### config.mk
export PLATFORM = sky130hd
export DESIGN_NAME = div
export DESIGN_NICKNAME = d
export VERILOG_FILES = /design/src/rtl/div.sv
export SDC_FILE = /design/constraint.sdc
export NUM_CORES = 1
export LEC_CHECK = 0
export ABC_AREA = 1
export CAP_MARGIN = 40
export CORE_MARGIN = 8
export CORE_UTILIZATION = 55
export CTS_BUF_LIST = sky130_fd_sc_hd__clkbuf_4 sky130_fd_sc_hd__clkbuf_8
export CTS_CLUSTER_DIAMETER = 150
export DETAILED_ROUTE_END_ITERATION = 10
export GPL_TIMING_DRIVEN = 0
export PLACE_DENSITY_LB_ADDON = 0.05
export SLEW_MARGIN = 20
export SYNTH_ARGS = -nofsm -noshare
export SYNTH_HDL_FRONTEND = slang
export SYNTH_SLANG_ARGS = --single-unit
### constraint.sdc
create_clock -name clk -period 4 [get_ports clk]
set_clock_uncertainty 0.1 [all_clocks]
set_input_delay 0.8 -clock clk [delete_from_list [all_inputs] [get_ports clk]]
set_output_delay 0.8 -clock clk [all_outputs]
set_load 0.05 [all_outputs]
### src/rtl/div.sv
// Signed 32-bit restoring divider, MIPS DIV semantics.
// One shift-subtract step per cycle; hi = remainder, lo = quotient.
module div (
  input  logic        clk,
  input  logic        Reset,
  input  logic [31:0] a,
  input  logic [31:0] b,
  input  logic        divControl,
  output logic        divStop,
  output logic        divZero,
  output logic [31:0] hi,
  output logic [31:0] lo
);

  localparam logic [1:0] IDLE = 2'd0;
  localparam logic [1:0] RUN  = 2'd1;
  localparam logic [1:0] DONE = 2'd2;

  logic [1:0]  state_q, state_d;
  logic [5:0]  cnt_q, cnt_d;
  logic [32:0] rem_q, rem_d;
  logic [31:0] quo_q, quo_d;
  logic [32:0] dvs_q, dvs_d;
  logic        sa_q, sa_d;
  logic        sq_q, sq_d;
  logic        zero_q, zero_d;
  logic [31:0] hi_q, hi_d;
  logic [31:0] lo_q, lo_d;
  logic        stop_q, stop_d;
  logic        zf_q, zf_d;

  logic [33:0] trial;
  logic [32:0] diff;
  logic        ge;
  logic [32:0] mag_a;
  logic [32:0] mag_b;

  function automatic logic [32:0] mag33(input logic [31:0] x);
    logic [32:0] s;
    s = {x[31], x};
    return x[31] ? (33'd0 - s) : s;
  endfunction

  assign mag_a = mag33(a);
  assign mag_b = mag33(b);

  // Partial remainder never reaches 2*|b|, so diff fits in 33 bits.
  assign trial = {rem_q, quo_q[31]};
  assign ge    = trial >= {1'b0, dvs_q};
  assign diff  = trial[32:0] - dvs_q;

  always_comb begin
    state_d = state_q;
    cnt_d   = cnt_q;
    rem_d   = rem_q;
    quo_d   = quo_q;
    dvs_d   = dvs_q;
    sa_d    = sa_q;
    sq_d    = sq_q;
    zero_d  = zero_q;
    hi_d    = hi_q;
    lo_d    = lo_q;
    stop_d  = 1'b0;
    zf_d    = 1'b0;
    if (divControl) begin
      rem_d  = {32'd0, mag_a[32]};
      quo_d  = mag_a[31:0];
      dvs_d  = mag_b;
      sa_d   = a[31];
      sq_d   = a[31] ^ b[31];
      if (b == 32'd0) begin
        state_d = DONE;
        zero_d  = 1'b1;
        cnt_d   = 6'd0;
      end else begin
        state_d = RUN;
        zero_d  = 1'b0;
        cnt_d   = 6'd32;
      end
    end else begin
      unique case (state_q)
        IDLE: state_d = IDLE;
        RUN: begin
          rem_d = ge ? diff : trial[32:0];
          quo_d = {quo_q[30:0], ge};
          cnt_d = cnt_q - 6'd1;
          if (cnt_q == 6'd1) state_d = DONE;
        end
        DONE: begin
          stop_d = 1'b1;
          zf_d   = zero_q;
          if (!zero_q) begin
            lo_d = sq_q ? (32'd0 - quo_q) : quo_q;
            hi_d = sa_q ? (32'd0 - rem_q[31:0])
                        : rem_q[31:0];
          end
          state_d = IDLE;
          cnt_d   = 6'd0;
          rem_d   = 33'd0;
          quo_d   = 32'd0;
          dvs_d   = 33'd0;
          sa_d    = 1'b0;
          sq_d    = 1'b0;
          zero_d  = 1'b0;
        end
        default: begin
          state_d = IDLE;
          cnt_d   = 6'd0;
          rem_d   = 33'd0;
          quo_d   = 32'd0;
          dvs_d   = 33'd0;
          sa_d    = 1'b0;
          sq_d    = 1'b0;
          zero_d  = 1'b0;
        end
      endcase
    end
  end

  always_ff @(posedge clk or negedge Reset) begin
    if (!Reset) begin
      state_q <= IDLE;
      cnt_q   <= 6'd0;
      rem_q   <= 33'd0;
      quo_q   <= 32'd0;
      dvs_q   <= 33'd0;
      sa_q    <= 1'b0;
      sq_q    <= 1'b0;
      zero_q  <= 1'b0;
      hi_q    <= 32'd0;
      lo_q    <= 32'd0;
      stop_q  <= 1'b0;
      zf_q    <= 1'b0;
    end else begin
      state_q <= state_d;
      cnt_q   <= cnt_d;
      rem_q   <= rem_d;
      quo_q   <= quo_d;
      dvs_q   <= dvs_d;
      sa_q    <= sa_d;
      sq_q    <= sq_d;
      zero_q  <= zero_d;
      hi_q    <= hi_d;
      lo_q    <= lo_d;
      stop_q  <= stop_d;
      zf_q    <= zf_d;
    end
  end

  assign divStop = stop_q;
  assign divZero = zf_q;
  assign hi      = hi_q;
  assign lo      = lo_q;

endmodule

======== Yosys cells after proc, flatten, opt, wreduce, memory -nomap -nowiden ========
Cells that the tools add are included.
storage, ports and cells
  flip-flop bits (word level) ............. 175
  input port bits ......................... 67
  logic and storage cells ................. 59
operators by class
  add/subtract/negate cells ............... 6
  order comparisons ....................... 1
  equal/unequal tests ..................... 6
  muxes and demuxes ....................... 27
  bitwise logic cells ..................... 3
  reductions and logical operators ........ 4
operators with widths
  cell                                                   count
  2-to-1 mux 33 bit                                      6
  2-to-1 mux 32 bit                                      3
  one-hot mux 33 bit (2 select lines)                    1
  subtractor 1 x 32 -> 33 bit, first input constant      2
  one-hot mux 32 bit (2 select lines)                    1
  subtractor 1 x 32 -> 32 bit, first input constant      2
  >= comparator 34 x 33 -> 1 bit                         1
  subtractor 33 bit                                      1
  zero test 32 bit                                       1
  2-to-1 mux 6 bit                                       2
  one-hot mux 6 bit (2 select lines)                     1
  2-to-1 mux 1 bit                                       9
  2-to-1 mux 2 bit                                       4
  equality test 6 x 1 -> 1 bit, second input constant    1
  subtractor 6 x 1 -> 6 bit, second input constant       1
  inequality test 3 bit, second input constant           1
  AND reduction 3 bit                                    1
  equality test 2 x 1 -> 1 bit, second input constant    1
  equality test 2 bit, second input constant             1
  zero test 2 bit                                        1
  inequality test 2 x 1 -> 1 bit, second input constant  1
  inequality test 2 bit, second input constant           1
  inverter 1 bit                                         2
  OR reduction 2 bit                                     1
  bitwise XOR 1 bit                                      1

======== Logic depth before layout (Yosys ltp) ========
  depth in word-level cells ............... 4
  mapped depth ............................ 16
  gate-level depth less buffers ........... 16

======== Least setup slack after synthesis ========
No wires, ideal clock.
  kind .................................... input -> register
  start point ............................. in a[1]
  end point ............................... reg quo_q[22]
  setup time .............................. 135 ps
  arrival time ............................ 2072 ps
  required time ........................... 3765 ps
  path slack .............................. 1693 ps
  cell stages on the path ................. 11
  path buffers ............................ 0
  cell sequence ........................... inv_1 ha_1 nand3_1 nor2_1 nand2_1 nor2_1 nand2_1 nand2_1 nand3b_1 nand3_1 o211ai_1
between the ends
  word-level cells in the longest chain between the ends .. 3
ends and longest elaborated chain
  what                         RTL line  text
  start: declaration           6         input logic [31:0] a,
  subtractor 1 x 32 -> 33 bit  41        return x[31] ? (33'd0 - s) : s;
  2-to-1 mux 33 bit            41
  2-to-1 mux 32 bit            65        if (divControl) begin
  end signal: assignment       138       quo_q <= quo_d;
  end: declaration             22        logic [31:0] quo_q, quo_d;
No other way between the ends.
A chain may end at the register's enable or synchronous reset.

======== Worst setup path after layout ========
  start point ............................. in divControl
  end point ............................... reg quo_q[29]
between the ends
  word-level cells in the longest chain between the ends .. 1
ends and longest elaborated chain
  what                                                                         RTL line  text
  start: declaration                                                           8         input logic divControl,
  inequality test 2 bit (no source line) or 2-to-1 mux 32 bit (tied branches)  --
Several ways; a longest one is shown, not always the timed one.

==> summary.md <==
• 1.008 — weighted congestion at the end of routability-driven global placement
• 0 — Ant. Diodes
• 175 — Yosys reg bits
• 0.02958 sq mm — die area
• 621 x sky130_fd_sc_hd__nand2_1, 302 x sky130_fd_sc_hd__inv_1, 247 x sky130_fd_sc_hd__nand3_1 — most used cells in the layout excluding fill and tap cells
• 0.004379 sq mm — storage element area
• 2341 — # nets final
• 3.272% — parity-gate share of the synthesized area counting xor and xnor cells
• 3.22 ns — arrival time at the worst endpoint
• 1.085 ns — setup slack after layout
• 38180 microns — half-perimeter wire length of the detailed placement result
• 2539 — Cells after DPL
• 4 — H-tree levels
• sky130_fd_sc_hd__nand2_1 — leading cell type in the layout, fill and taps excluded
• 0.02411 sq mm — core region area
• 0 — count of final max-slew check failures
• clkdlybuf4s50_1 > nor2_1 > inv_1 > nor2_2 > clkbuf_1 > nand2_1 > nand3_1 — cells along the critical path
• 0 — max-cap violation count
• 0 — CTS hold repair buffers
• 2190 — Syn Nets
• 2 — Max Root-Sink Buffers
• 10 — critical path peak fanout
• 74860 microns — first-pass GRT wire length
• 12.08 mW — total power of the final layout
• 14649 — total number of vias
• register — CP Capture Type
• 47070 microns — overall routed net length
• 0.48 ns — clk_lat worst skew
• 172.0 microns — Die X
• quo_q[31]$_DFFE_PN0P_ — launching point of the worst reg2reg path
• 343.0 MHz — peak clock frequency supported by timing
• 0.09 ns — clock edge transition at the registers on the reported setup and hold paths
• 0 — final hold vios
• 0 — EDFF count, synth
• 0 — final setup violation count
• 101 — maximum number of pins on one net before global-route repair
• no — unrepaired setup endpoints after global routing
• sky130_fd_sc_hd__clkbuf_8 — CTS Root Buffer Type
• 2083 — post-synthesis instance total
• 32.72% — sequential fraction of the synthesis area
• 14056 — number of global-route vias before repair
• 6 — Pre-antenna DRT Iters
• 133 — number of top-level design ports
• 0 — Resize count post-CTS
• 10.92% — fraction of the mapped netlist area in compound gates
• 0% — mux contribution to synthesized area
• 7.917 nW — Leak Pwr
• 1.27 ns — Reg2Reg Setup Slack
• 0 — number of synthesis warnings
• 0.6926 ns — worst setup timing slack at the placement stage
• sky130_fd_sc_hd__nor2_2 — slowest stage cell on the critical path
• 3.796% — share of synthesized cell area in full adder, half adder and majority cells
• 4.319% — share of post-route cells with drive strength above 1
• in2async — Hold WC Path Type
• sky130_fd_sc_hd__dfrtp_1 — Synth area leader
• 0.01338 sq mm — Synth Cell Area
• primary input — type of element launching the critical path
• 2570 — post-route insts no fill
• 55.52% — initial standard-cell utilization of the core
• sky130_fd_sc_hd__dfrtp_1 — Primary FF master, synth
• 32.72% — portion of synthesized cell area occupied by the leading cell type
• 175 — CTS sink cnt
• 0 — Final ANT Viol Nets
• simple AND/OR/NAND/NOR gates — main combinational cell family by area after synthesis
• 14 — number of cells on the worst reg-to-reg path
• 5.700 — average via count per standard cell
• 49 — number of different library cells in the post-synthesis netlist
• rem_q[28]$_DFFE_PN0P_ — endpoint of the worst register-to-register path
• 16.35% — area overhead of the layout relative to synthesis
• 775.8 mW/mm^2 — power density normalized to cell area
• 0 — total gr overflow
• 32.56% — Tot GR Track Use
• 18.31 microns — final routed wire length divided by cell count
• 0.62 ns — longest individual stage delay on the worst path
• complete, no violations — run status
• done — CTS tree
• 0 — residual DRC count
• sky130_fd_sc_hd__dfrtp_1 33%, sky130_fd_sc_hd__nand2_1 17%, sky130_fd_sc_hd__nand3_1 9.2%, sky130_fd_sc_hd__inv_1 8.5%, sky130_fd_sc_hd__nor2_1 4.9% — main area contributors after synthesis
• 17 — number of buffers created by CTS
• 2.915 ns — Period minus WS final
• 72.89% — part of the cycle the worst path needs
• 2343 — fill cell count
• 130 — IO buf count
• 6.425 sq um — per-instance average area after synthesis
• 40.29% — Max transition margin
• 172.0 microns — Die Height
• 1 — number of antenna violations at the first check in global routing
• 0.8840 ns — Worst-Margin Slew
• 0.007538 sq mm — area of the multi-input gates
• 1488 — count of routing violations after the opening detailed-route iteration
• 38.34% — fraction of the mapped netlist area in simple logic gates
• in2reg — type of the worst setup path
• 0.4453 mV — VDD IR max
• 4.31 ns — worst path required time
• 100.0% — async set or reset register ratio after synthesis
• 57 — number of placement rows
• 0 — total setup buffers inserted after CTS
final cells by class:
| type | instances | share of cell area [%] |
|---|---|---|
| Multi-Input combinational cell | 1528 | 48.41 |
| Sequential cell | 175 | 28.12 |
| Timing Repair Buffer | 132 | 8.742 |
| Buffer | 66 | 1.840 |
| Clock buffer | 18 | 1.591 |
| Tap cell | 324 | 2.603 |
| Clock inverter | 13 | 1.117 |
| Inverter | 314 | 7.569 |
worst max path at each step:
stage / from / end / slack [ns] / depth (start not counted)
CTS: divControl / quo_q[28]$_DFFE_PN0P_ / 1.19 / 7
finish: divControl / quo_q[29]$_DFFE_PN0P_ / 1.08 / 7
global placement: Reset / dvs_q[20]$_DFFE_PN0P_ / -5.22 / 1
global route: divControl / quo_q[28]$_DFFE_PN0P_ / 1.04 / 7
detailed placement: divControl / quo_q[26]$_DFFE_PN0P_ / 0.69 / 7
floorplan: a[1] / quo_q[22]$_DFFE_PN0P_ / 1.69 / 11
metal layers:
metal	global-route usage [%]	vias to the layer above	wire length, microns
met5	0	-	12
li1	-	7011	-
met1	45.71	6773	20750
met3	5.616	108	4552
met4	11.32	2	1485
met2	49.94	755	20270
state kept, by name, indices dropped and copies added, names as in the netlist:
register  cells
quo_q        32
divStop       1
sq_q          1
dvs_q        33
rem_q        33
divZero       1
lo           32
state_q       2
hi           32
cnt_q         6
zero_q        1
sa_q          1
synthesized netlist by cell type, types with 12 or more instances:
master	number
sky130_fd_sc_hd__a21oi_1	65
sky130_fd_sc_hd__a31oi_1	12
sky130_fd_sc_hd__clkbuf_1	46
sky130_fd_sc_hd__dfrtp_1	175
sky130_fd_sc_hd__ha_1	39
sky130_fd_sc_hd__inv_1	302
sky130_fd_sc_hd__nand2_1	621
sky130_fd_sc_hd__nand2_2	12
sky130_fd_sc_hd__nand3_1	247
sky130_fd_sc_hd__nand4_1	39
sky130_fd_sc_hd__nor2_1	173
sky130_fd_sc_hd__nor3_1	42
sky130_fd_sc_hd__o211ai_1	20
sky130_fd_sc_hd__o21ai_0	104
sky130_fd_sc_hd__o21ai_1	14
sky130_fd_sc_hd__o22ai_1	17
sky130_fd_sc_hd__xnor2_1	15
sky130_fd_sc_hd__xor2_1	35
logic make-up (layout without fill, tap and decap cells):
logic type	after synthesis	after routing
DFF	175	175
adders and majority gates	40	40
xor gates and xnor gates	50	50
buffers and inverters	380	543
AOI/OAI and AO/OA	258	258
and+or+nand+nor	1180	1180
metrics by stage:
step           TNS (ns)  cell area, sq um  hold slack, ns  utilization [%]
2_1_floorplan         0             13380          0.3570                -
3_3_place_gp    -910.18             15090          0.3648            62.60
3_5_place_dp          0             15150          0.3669            62.85
4_1_cts               0             15570        0.003734            64.60
5_1_grt               0             15570        0.002203            64.60
6_report              0             15570         0.02230            64.60
critical path: cells and delay by family:
kind          cells  cell delay [ns]
buf+inv           3             1.26
simple gates      4             1.15
report_power, final:
part	switching (mW)	leakage, nW	internal, mW	total (mW)
clock	0.714	0.209	0.645	1.36
sequential	0.642	2.22	2.30	2.94
combinational	5.20	5.48	2.58	7.78
(Power assumes the default switching activity.)
